<file path="src/rtl/decoder_rr_arbiter.sv">
// decoder_rr_arbiter: round-robin arbiter for 8 requesters sharing one decoded select.
// Registered 3-bit select with a matching one-hot grant, plus a MAX_HOLD ownership limit.
`default_nettype none

module decoder_rr_arbiter #(
    parameter int MAX_HOLD = 16
) (
    input  logic       clk,
    input  logic       reset,
    input  logic       en,
    input  logic [7:0] req,
    input  logic       release_grant,
    output logic [7:0] grant,
    output logic [2:0] sel,
    output logic       busy,
    output logic       timeout
);

    localparam int HCW = (MAX_HOLD > 0) ? $clog2(MAX_HOLD + 1) : 1;
    localparam logic [HCW-1:0] HOLD_LIMIT = HCW'(MAX_HOLD);

    typedef enum logic [1:0] {
        S_IDLE  = 2'd0,
        S_GRANT = 2'd1,
        S_GAP   = 2'd2
    } state_t;

    state_t         state, state_nxt;
    logic [2:0]     ptr, ptr_nxt;
    logic [2:0]     sel_nxt;
    logic [7:0]     grant_nxt;
    logic           busy_nxt;
    logic           timeout_nxt;
    logic [HCW-1:0] hold_cnt, hold_nxt;

    logic           found;
    logic [2:0]     pick_idx;
    logic [2:0]     idx;
    logic           limit_hit;
    logic           end_grant;

    always_ff @(posedge clk or posedge reset) begin
        if (reset) begin
            state    <= S_IDLE;
            ptr      <= 3'd0;
            sel      <= 3'd0;
            grant    <= 8'h00;
            busy     <= 1'b0;
            timeout  <= 1'b0;
            hold_cnt <= '0;
        end else begin
            state    <= state_nxt;
            ptr      <= ptr_nxt;
            sel      <= sel_nxt;
            grant    <= grant_nxt;
            busy     <= busy_nxt;
            timeout  <= timeout_nxt;
            hold_cnt <= hold_nxt;
        end
    end

    // First requester at or after ptr, wrapping modulo 8.
    always_comb begin
        found    = 1'b0;
        pick_idx = ptr;
        idx      = ptr;
        for (int i = 0; i < 8; i++) begin
            idx = ptr + 3'(i);
            if (!found && req[idx]) begin
                found    = 1'b1;
                pick_idx = idx;
            end
        end
    end

    assign limit_hit = (MAX_HOLD != 0) && (hold_cnt == HOLD_LIMIT);
    assign end_grant = release_grant || !req[sel] || limit_hit;

    always_comb begin
        state_nxt   = state;
        ptr_nxt     = ptr;
        sel_nxt     = sel;
        grant_nxt   = grant;
        busy_nxt    = busy;
        timeout_nxt = 1'b0;
        hold_nxt    = hold_cnt;

        case (state)
            S_IDLE: begin
                grant_nxt = 8'h00;
                busy_nxt  = 1'b0;
                if (en && found) begin
                    sel_nxt   = pick_idx;
                    grant_nxt = 8'd1 << pick_idx;
                    busy_nxt  = 1'b1;
                    hold_nxt  = HCW'(1);
                    state_nxt = S_GRANT;
                end
            end
            S_GRANT: begin
                if (end_grant) begin
                    grant_nxt   = 8'h00;
                    busy_nxt    = 1'b0;
                    ptr_nxt     = sel + 3'd1;
                    // Only flag a timeout when the hold limit was the sole reason.
                    timeout_nxt = limit_hit && !release_grant && req[sel];
                    state_nxt   = S_GAP;
                end else if ((MAX_HOLD != 0) && (hold_cnt != HOLD_LIMIT)) begin
                    hold_nxt = hold_cnt + HCW'(1);
                end
            end
            S_GAP: begin
                grant_nxt = 8'h00;
                busy_nxt  = 1'b0;
                state_nxt = S_IDLE;
            end
            default: begin
                grant_nxt = 8'h00;
                busy_nxt  = 1'b0;
                state_nxt = S_IDLE;
            end
        endcase
    end

endmodule

`default_nettype wire
</file>
<file path="config.mk">
export PLATFORM = sky130hd
export DESIGN_NAME = decoder_rr_arbiter
export DESIGN_NICKNAME = d
export VERILOG_FILES = /design/src/rtl/decoder_rr_arbiter.sv
export SDC_FILE = /design/constraint.sdc
export NUM_CORES = 1
export LEC_CHECK = 0
export CAP_MARGIN = 30
export CORE_ASPECT_RATIO = 0.9
export CORE_MARGIN = 2
export CORE_UTILIZATION = 56
export DETAILED_ROUTE_END_ITERATION = 6
export HOLD_SLACK_MARGIN = 0.06
export PLACE_DENSITY = 0.86
export SYNTH_ARGS = -nofsm -noshare
export SYNTH_HDL_FRONTEND = slang
export SYNTH_SLANG_ARGS = --single-unit
</file>
<file path="constraint.sdc">
create_clock -name clk -period 3.5 [get_ports clk]
set_input_delay 1.05 -clock clk [delete_from_list [all_inputs] [get_ports clk]]
set_output_delay 1.05 -clock clk [all_outputs]
set_load 0.01 [all_outputs]
</file>
Word level (Yosys, flattened, before mapping)
Cells that the tools add are included.

Divide/modulo/power cells: 0. Shift-type cells: 1. Multiplexer cells: 48. Multiply operators: 0. Add/subtract/negate cells: 9. Reductions and logical operators: 27. Bitwise logic cells: 0. Eq/ne operators: 7. $lt $le $gt $ge: 9.

Operators with widths (number): $lt A3 B4 Y1 const B (9); $bmux W1 S3 (9); $mux W1 (21); $mux W3 (7); $mux W8 (2); $pmux W8 S2 (1); $mux W5 (3); $add A3 B3 Y3 const B (4); $logic_and A1 B1 Y1 (10); $pmux W5 S2 (1); $logic_not A1 Y1 (9); $ne A2 B2 Y1 const B (4); $shl A1 B3 Y8 const A (1); $add A3 B1 Y3 const B (2); $add A3 B2 Y3 const B (2); $reduce_and A2 Y1 (3); $add A5 B1 Y5 const B (1); $eq A5 B5 Y1 const B (1); $ne A5 B5 Y1 const B (1); $mux W2 (2); $pmux W2 S2 (1); $reduce_and A4 Y1 (1); $eq A2 B1 Y1 const B (1); $logic_not A2 Y1 (1); 3 further kinds (4).

Output and inout port bits: 13. Bits in read-only memories: 0. Memories kept: 0. Flip-flop bits (word level): 23. Memory bits (writable): 0. Bits in latches: 0.

Logic depth before layout (Yosys ltp)
Gate-level depths: netlist of run 1.

Depth in word-level cells: 27. Mapped depth: 13. Gate-level depth less buffers: 9.

Least setup slack after synthesis of run 1
Ideal clock, no wire load.

Path type: reg-to-reg. Start: reg ptr[1]. End: reg grant[1]. Arrival: 3.051 ns. Required time: 3.364 ns. Cell stages (with the launch flop): 13. Library setup time: 0.136 ns. Path slack: 0.313 ns. Cell sequence: dfrtp_1 -> buf_2 -> buf_2 -> inv_1 -> ha_1 -> mux4_1 -> nor4_1 -> o31ai_1 -> o31a_1 -> buf_2 -> and2_1 -> mux2i_1 -> o31ai_1.

Longest elaborated chain between the ends: 27. Elaborated cells between the ends (all ways): 56.

Ends and longest elaborated chain: from (decl) (RTL line 29) `logic [2:0] ptr, ptr_nxt;`; from (signal assigned) (RTL line 53) `ptr <= ptr_nxt;`; branches (longest 25 deep; another with $add A3 B1 Y3); $mux W8 (*) (RTL line 92) `if (en && found) begin`; $pmux W8 S2 (*) (RTL line 88) `case (state)`; to (signal assigned) (RTL line 55) `grant <= grant_nxt;`; to (decl) (RTL line 13) `output logic [7:0] grant,`.

Every way passes the cells marked *. The select of a mux whose other input is x is not followed. A chain may end at the register's enable or synchronous reset.

Worst setup path in the final report of run 1
Start: in req[1]. End: reg grant[3].

Longest elaborated chain between the ends: 27. Elaborated cells between the ends (all ways): 55.

Ends and longest elaborated chain: from (decl) (RTL line 11) `input logic [7:0] req,`; $bmux W1 S3 (RTL line 69) `if (!found && req[idx]) begin`; $mux W1 (implied by the code) (RTL line 69); $mux W1 (RTL line 69); $logic_not A1 Y1 (RTL line 69); $logic_and A1 B1 Y1 (RTL line 69); $mux W1 (RTL line 69); $logic_not A1 Y1 (RTL line 69); $logic_and A1 B1 Y1 (RTL line 69); [... 11 more ...]; $logic_and A1 B1 Y1 (RTL line 69); $mux W1 (RTL line 69); $logic_not A1 Y1 (RTL line 69); $logic_and A1 B1 Y1 (RTL line 69); $mux W3 or $mux W1 (tied branches) (RTL line 69); $shl A1 B3 Y8 or $logic_and A1 B1 Y1 (tied branches) (RTL line 94, 92); $mux W8 (RTL line 92); $pmux W8 S2 (RTL line 88).

Several ways; a longest one is shown, not always the timed one. The select of a mux whose other input is x is not followed.

==> metrics.yaml, run 1 <==
status:
  status: "finished, final reports clean"
power_and_ir_drop:
  p_leak_nw: 1.16
  swShare: 0.473
  power_density_nw_per_um2: 1140
  ir_drop_mv: 0.746
  intPower_mw: 1.57
  sequentialPowerShare: 0.155
  p_clk_frac: 0.057
  switchingPower_mw: 1.41
  pwr-share-comb: 0.788
sta:
  hold-worst-slack_ns: 0.488
  timing.fmax_mhz: 289
  finalHoldViolCount: 0
  worst_pin_slew_ns: 0.849
  layout_min_cycle_time_ns: 3.46
  skew_ns: 0.00418
  setup_viol: 0
  maxSlewHeadroom: 0.434
  maxSlewViolCount: 0
  finalCritPeriodShare: 0.988
floorplan:
  start_util: 0.597
  die_area_um2: 4180
  die_y_um: 61.6
  coreArea_um2: 3450
  ioPinCount: 25
  die_w_um: 68.0
  rows: 20
clock_network:
  clk_latency_ns: 0.27
  clock-root-buffer: "clkbuf_8"
  numClockSinks: 23
  cts_buffers: 3
  clk_pin_slew_ns: 0.09
  cts_tree: "done"
  clockBufferDepth: 2
  cts_max_level: 1
route:
  drt-total-wl_um: 5370
  vias_per_cell: 6.26
  drt_first_pass_iters: 4
  drt_iter0_drc: 199
  vias: 1822
  ant_nets: 0
  remaining_drc_errors: 0
  wl_per_cell_um: 18.4
setup_path:
  crit_required_ns: 3.68
  worstPathCellList: "clkdlybuf4s50_1, mux2i_1, mux4_2, a22o_4, buf_4, and3_2, a211oi_2, o211ai_1, o31ai_1"
  cpPeakStageDelay_ns: 0.59
  path_delay_family: "compound AO/OA/AOI/OAI gates"
  cp.buffers_inverters: 2
  startpoint_type: "input pin"
  setup.worst_path.end_class: "register"
  crit_slowest_cell: "clkdlybuf4s50_1"
  cp.arrival_ns: 3.64
  path_max_fanout: 8
  path_class: "in -> reg"
synth:
  yosys.area_share.simple: 0.167
  synth_compound_area_frac: 0.175
  synth-seq-cells: 23
  yosys_warnings: 0
  synth_flop_cell: "dfrtp_1"
  synthArstFlopShare: 1.00
  synthMuxAreaShare: 0.254
  avgSynthCellArea_um2: 10.5
  synthAdderAreaFrac: 0.0303
  synthCells: 197
  ys_types: 57
  synth_edf_count: 0
  synth_top_family_by_area: "multiplexers"
  synth_nets: 214
  synth_seq_area_share: 0.279
  synth-xor-area-share: 0.0376
  syn_area_um2: 2060
finish:
  nFillCells: 211
  final_cell_mix: "buf_4, dfrtp_1, nand2_1, clkdlybuf4s50_1, nor2_1"
  fin_util: 0.761
  area_growth_pct: 27.4
  seq_area_um2: 576
  multiInputGateArea_um2: 1410
  drive_gt1_frac: 0.320
  mostFrequentLayoutCell: "buf_4"
  instances_no_fill: 291
  fin_nets: 265
  diodes: 0
grt:
  grt_pass1_wl_um: 8450
  grt_max_degree: 24
  use_met1: 0.398
  met3_usage: 0.0622
  antenna_found_initial: 0
  grt_util_met2: 0.429
  grt_usage: 0.273
  grt_pass1_vias: 1718
  busiest_layer: "met2"
  grt_overflow: 0
job:
  drv_cap: 0
placed_design:
  gp_congestion: 0.924
  port_buffers: 24
  dp.cells: 286
  dp_hpwl_um: 3840
hold_path:
  min_path_type: "reg -> reg"
-- cells by family after synthesis --
logic type / count (synthesis)
AO/OA/AOI/OAI: 43
XOR/XNOR: 8
adder cells (fa/ha/maj): 5
buffers and inverters: 18
flip-flops: 23
multiplexers: 32
AND/OR/NAND/NOR: 68
-- final cells by class --
cell class                 instances  share of cell area
clock inverter                     1             0.00190
clock buffer                       3              0.0157
tap                               44              0.0210
inverter                           9              0.0181
timing repair buffer              55               0.187
multi-input combinational        156               0.538
sequential                        23               0.219
-- synth_stat cells (all sizes together) (2+ instances only) --
library cell,instances,area [um^2]
mux2,6,67.6
dfrtp,23,576
o31a,2,17.5
inv,7,26.3
nand3b,2,15.0
a22oi,2,15.0
mux4,14,323
nand2,22,82.6
xor2,5,43.8
nor2,14,52.6
a211oi,5,47.5
and2,3,21.3
nor2b,2,12.5
nor3,11,55.1
a21o,3,23.8
a21oi,5,25.0
ha,5,62.6
nand4,2,12.5
o31ai,10,88.8
o21ai,5,25.0
or2,2,12.5
xnor2,3,33.8
buf,9,68.8
mux2i,12,133
-- per-layer routing --
| metal | share of wire | wire (um) |
|---|---|---|
| met5 | 0 | 0 |
| met4 | 0.0020 | 11 |
| met2 | 0.49 | 2610 |
| met3 | 0.081 | 435 |
| met1 | 0.43 | 2310 |
-- registers in the layout, summed over array words and instances (netlist names) --
| signal | cells |
|---|---|
| hold_cnt | 5 |
| timeout | 1 |
| ptr | 3 |
| busy | 1 |
| state | 2 |
| grant | 8 |
| sel | 3 |
-- stage by stage --
stage                     TNS, ns  setup WS, ns  cell area (um^2)  power (mW)
final                           0        0.0410              2630        2.98
after global routing       -0.227       -0.0525              2630        3.16
after CTS                       0        0.0250              2560        2.85
after detailed placement    -2.26        -0.244              2510        2.66
after global placement      -1.58        -0.188              2510        2.60
after floorplan                 0         0.313              2060        1.99
-- worst reg2reg max path, cell delays in order, from the launching register on --
cell	delay, ns
dfrtp_1	0.35
bufinv_8	0.19
ha_1	0.55
mux4_1	0.68
mux2_2	0.34
o41ai_1	0.28
and3_2	0.25
a211oi_2	0.05
o211a_2	0.29
mux2_2	0.27
-- power by group through the flow --
stage	clock, mW	combinational (mW)	sequential, mW
after floorplan	0	1.54	0.449
after global placement	0	2.14	0.458
after detailed placement	0	2.20	0.464
after CTS	0.169	2.22	0.459
after global routing	0.179	2.51	0.473
final	0.170	2.35	0.461
-- timing repair --
item                                    4_1_cts  5_1_grt
hold buffers                                  0        0
endpoints found under the setup margin        0       11
resized for setup                             0       18
setup buffers                                 0        1
-- final timing paths --
| check | end | from | cells after the start | slack (ns) |
|---|---|---|---|---|
| setup / recovery | grant[3]$_DFFE_PP0P_ | req[1] | 9 | 0.04 |
| hold / removal | grant[7]$_DFFE_PP0P_ | grant[7]$_DFFE_PP0P_ | 2 | 0.49 |
| setup reg to reg | sel[1]$_DFFE_PP0P_ | ptr[0]$_DFFE_PP0P_ | 9 | 0.12 |
| hold reg to reg | grant[7]$_DFFE_PP0P_ | grant[7]$_DFFE_PP0P_ | 2 | 0.49 |
| max in group asynchronous | sel[0]$_DFFE_PP0P_ | reset | 2 | 1.73 |
| min in group asynchronous | grant[7]$_DFFE_PP0P_ | reset | 2 | 1.25 |
(Power assumes the default switching activity.)
==> run 2: changes to the inputs <==
- MAX_ROUTING_LAYER: default -> met4
- SLEW_MARGIN: default -> 20
==> metrics.yaml, run 2 (synthesized netlist as in run 1, its figures left out) <==
setup_path:
  path_max_fanout: 8
  startpoint: "req[1]"
  crit_required_ns: 3.67
  r2r_start: "ptr[0]$_DFFE_PP0P_"
  setup.worst_path.end_class: "register"
  reg2reg_to: "sel[1]$_DFFE_PP0P_"
  startpoint_type: "input pin"
  cp.arrival_ns: 3.66
  rr_worst_depth: 9
  path_class: "in -> reg"
  rrSetupSlack_ns: 0.12
finish:
  diodes: 0
  fin_util: 0.764
  regMostFlops: "grant"
  area_growth_pct: 28.0
  final_cell_mix: "buf_4, dfrtp_1, nand2_1, clkdlybuf4s50_1, nor2_1"
  mostFrequentLayoutCell: "buf_4"
  nFillCells: 209
  largest_reg_flops: 8
  fin_nets: 266
  drive_gt1_frac: 0.323
  top_regs: "grant (8), hold_cnt (5)"
floorplan:
  coreArea_um2: 3450
  die_y_um: 61.6
  die_w_um: 68.0
  rows: 20
  die_area_um2: 4180
  start_util: 0.597
  ioPinCount: 25
clock_network:
  cts_tree: "done"
  clock-root-buffer: "clkbuf_8"
  clockBufferDepth: 2
  cts_max_level: 1
  cts_buffers: 3
  clk_latency_ns: 0.27
  numClockSinks: 23
  clk_pin_slew_ns: 0.09
sta:
  timing.fmax_mhz: 287
  skew_ns: 0.00618
  worst_pin_slew_ns: 0.536
  maxSlewHeadroom: 0.643
  finalHoldViolCount: 0
  setup_viol: 0
  layout_min_cycle_time_ns: 3.48
  maxSlewViolCount: 0
  tns_ns: 0
  finalCritPeriodShare: 0.995
status:
  status: "finished, final reports clean"
power_and_ir_drop:
  power_mw: 2.99
  ir_drop_mv: 0.747
  p_leak_nw: 1.16
  power_density_nw_per_um2: 1130
route:
  drt-total-wl_um: 5390
  vias_per_cell: 6.41
  vias: 1873
  drt_first_pass_iters: 5
  drt_iter0_drc: 154
  remaining_drc_errors: 0
  ant_nets: 0
  wl_per_cell_um: 18.4
grt:
  grt_overflow: 0
  antenna_found_initial: 0
  grt_pass1_vias: 1720
  grt_max_degree: 24
  grt_pass1_wl_um: 8430
  grt_usage: 0.281
job:
  drv_cap: 0
hold_path:
  hold_start: "grant[6]$_DFFE_PP0P_"
  hold_depth: 2
  min_path_type: "reg -> reg"
  holdPathEnd: "grant[6]$_DFFE_PP0P_"
placed_design:
  port_buffers: 24
  gp_congestion: 0.940
  dp_hpwl_um: 3840
[run 2: changes by cell type in the layout (fill, tap and decap cells not counted)]
cell	change
buf_6	+1
[run 2: worst max-delay path by stage]
| stage | end | slack (ns) |
|---|---|---|
| floorplan | grant[1]$_DFFE_PP0P_ | 0.31 |
| global placement | sel[1]$_DFFE_PP0P_ | -0.19 |
| detailed placement | sel[1]$_DFFE_PP0P_ | -0.24 |
| CTS | sel[2]$_DFFE_PP0P_ | 0.02 |
| global route | grant[0]$_DFFE_PP0P_ | -0.05 |
| finish | grant[3]$_DFFE_PP0P_ | 0.02 |
[run 2: layer usage]
metal / track usage / share of wire
met1: 0.397 / 0.44
met2: 0.427 / 0.48
met3: 0.0622 / 0.074
met4: 0.0400 / 0.010
met5: - / 0
[run 2: stage by stage]
step,area (um^2),worst slack [ns],hold WS (ns),std cells
after floorplan,2060,0.313,0.496,197
after global placement,2510,-0.188,0.459,286
after detailed placement,2510,-0.244,0.475,286
after CTS,2560,0.0250,0.493,290
after global routing,2640,-0.0525,0.507,292
final,2640,0.0161,0.493,292
[run 2: critical path, cell delays in order]
cell and delay (ns):
clkdlybuf4s50_1 0.59, mux2i_1 0.14, mux4_2 0.53, a22o_4 0.30, buf_4 0.15, and3_2 0.21, a211oi_2 0.21, o211ai_1 0.19
o31ai_1 0.29
[run 2: area by class of cell]
class / instances / area [um^2] / share of cell area
Clock buffer: 3 / 41.3 / 0.0156
Multi-Input combinational cell: 156 / 1410 / 0.535
Timing Repair Buffer: 56 / 502 / 0.190
Clock inverter: 1 / 5.00 / 0.00190
Inverter: 9 / 47.5 / 0.0180
Tap cell: 44 / 55.1 / 0.0209
Sequential cell: 23 / 576 / 0.218
[run 2: report_power, final]
group	switching (mW)	internal [mW]	total, mW
clock	0.0880	0.0796	0.168
sequential	0.107	0.356	0.463
combinational	1.22	1.14	2.36
[run 2: what timing repair did]
item / 4_1_cts / 5_1_grt
gates resized for setup: 0 / 18
hold buffers: 0 / 0
buffers inserted: 0 / 1
endpoints found under the setup margin: 0 / 11
==> run 3: changes to the inputs <==
- CAP_MARGIN: 30 -> default
==> metrics.yaml, run 3 (synthesized netlist as in run 1, its figures left out) <==
clock_network:
  clk_latency_ns: 0.27
  cts_tree: "done"
  clk_pin_slew_ns: 0.09
  hold_buffers: 0
  cts_buffers: 3
  cts_max_level: 1
  clock-root-buffer: "clkbuf_8"
  numClockSinks: 23
  clockBufferDepth: 2
job:
  drv_cap: 0
floorplan:
  die_y_um: 61.6
  rows: 20
  start_util: 0.597
  die_area_um2: 4180
  coreArea_um2: 3450
  die_w_um: 68.0
  ioPinCount: 25
setup_path:
  rrSetupSlack_ns: 0.11
  path_class: "in -> reg"
  crit_required_ns: 3.67
  startpoint_type: "input pin"
  path_max_fanout: 8
  setup.worst_path.end_class: "register"
  cp.arrival_ns: 3.66
sta:
  finalCritPeriodShare: 0.995
  maxSlewHeadroom: 0.439
  timing.fmax_mhz: 287
  maxSlewViolCount: 0
  setup_viol: 0
  skew_ns: 0.00406
  finalHoldViolCount: 0
  layout_min_cycle_time_ns: 3.48
  worst_pin_slew_ns: 0.840
  layout_setup_ws_ns: 0.0167
  tns_ns: 0
grt:
  grt_pass1_wl_um: 8430
  grt_max_degree: 24
  grt_usage: 0.281
  grt_overflow: 0
  grt_pass1_vias: 1720
  antenna_found_initial: 0
route:
  drt_first_pass_iters: 5
  vias_per_cell: 6.41
  vias: 1866
  remaining_drc_errors: 0
  wl_per_cell_um: 18.4
  drt_iter0_drc: 140
  drt-total-wl_um: 5370
  ant_nets: 0
finish:
  top_regs: "grant (8), hold_cnt (5)"
  nFillCells: 211
  mostFrequentLayoutCell: "buf_4"
  final_cell_mix: "buf_4, dfrtp_1, nand2_1, clkdlybuf4s50_1, nor2_1"
  regMostFlops: "grant"
  diodes: 0
  largest_reg_flops: 8
  drive_gt1_frac: 0.320
  area_growth_pct: 27.4
  fin_nets: 265
placed_design:
  dp_worst_setup_slack_ns: -0.244
  gp_congestion: 0.940
  port_buffers: 24
  dp_hpwl_um: 3840
power_and_ir_drop:
  ir_drop_mv: 0.748
  power_density_nw_per_um2: 1140
  p_leak_nw: 1.16
hold_path:
  min_path_type: "reg -> reg"
status:
  status: "finished, final reports clean"
## run 3: cell types whose count changed in the layout (fill, tap and decap cells not counted)
cell,delta
buf_6,-1
## run 3: routing by layer
| metal | vias to the layer above | GRT usage | part of all wire |
|---|---|---|---|
| met5 | - | - | 0 |
| met4 | 0 | 0.0400 | 0.0028 |
| met3 | 4 | 0.0622 | 0.085 |
| met2 | 100 | 0.427 | 0.49 |
| met1 | 908 | 0.397 | 0.43 |
| li1 | 854 | - | - |
## run 3: worst max-delay path, cell delays in order
cell and delay (ns):
clkdlybuf4s50_1 0.59, mux2i_1 0.14, mux4_2 0.53, a22o_4 0.30, buf_4 0.15, and3_2 0.20
a211oi_2 0.21, o211ai_1 0.19, o31ai_1 0.30
## run 3: cell type report
| class | instances | area, um^2 | share of cell area |
|---|---|---|---|
| multi-input combinational | 156 | 1410 | 0.538 |
| sequential | 23 | 576 | 0.219 |
| timing repair buffer | 55 | 490 | 0.187 |
| tap | 44 | 55.1 | 0.0210 |
| inverter | 9 | 47.5 | 0.0181 |
| clock buffer | 3 | 41.3 | 0.0157 |
| clock inverter | 1 | 5.00 | 0.00190 |
## run 3: where the power goes
part	internal, mW	switching (mW)
sequential	0.356	0.107
combinational	1.14	1.22
clock	0.0796	0.0893
total	1.57	1.42
## run 3: worst paths after layout
check | from | to | depth (start not counted)
max | req[1] | grant[3]$_DFFE_PP0P_ | 9
min | grant[7]$_DFFE_PP0P_ | grant[7]$_DFFE_PP0P_ | 2
max reg2reg | ptr[0]$_DFFE_PP0P_ | sel[1]$_DFFE_PP0P_ | 9
min reg2reg | grant[7]$_DFFE_PP0P_ | grant[7]$_DFFE_PP0P_ | 2
max in group asynchronous | reset | sel[0]$_DFFE_PP0P_ | 2
min in group asynchronous | reset | grant[3]$_DFFE_PP0P_ | 2
## run 3: timing repair
item                       4_1_cts  5_1_grt
setup endpoints to repair        0       11
buffers inserted                 0        1
gates resized for setup          0       18
## run 3: metrics by stage
step | util | total power [mW] | hold WS (ns) | instance area [um^2] | instances
after CTS | 0.741 | 2.85 | 0.493 | 2560 | 290
after floorplan | - | 1.99 | 0.496 | 2060 | 197
after global placement | 0.728 | 2.60 | 0.459 | 2510 | 286
final | 0.761 | 2.99 | 0.488 | 2630 | 291
after detailed placement | 0.728 | 2.66 | 0.475 | 2510 | 286
after global routing | 0.761 | 3.16 | 0.507 | 2630 | 291
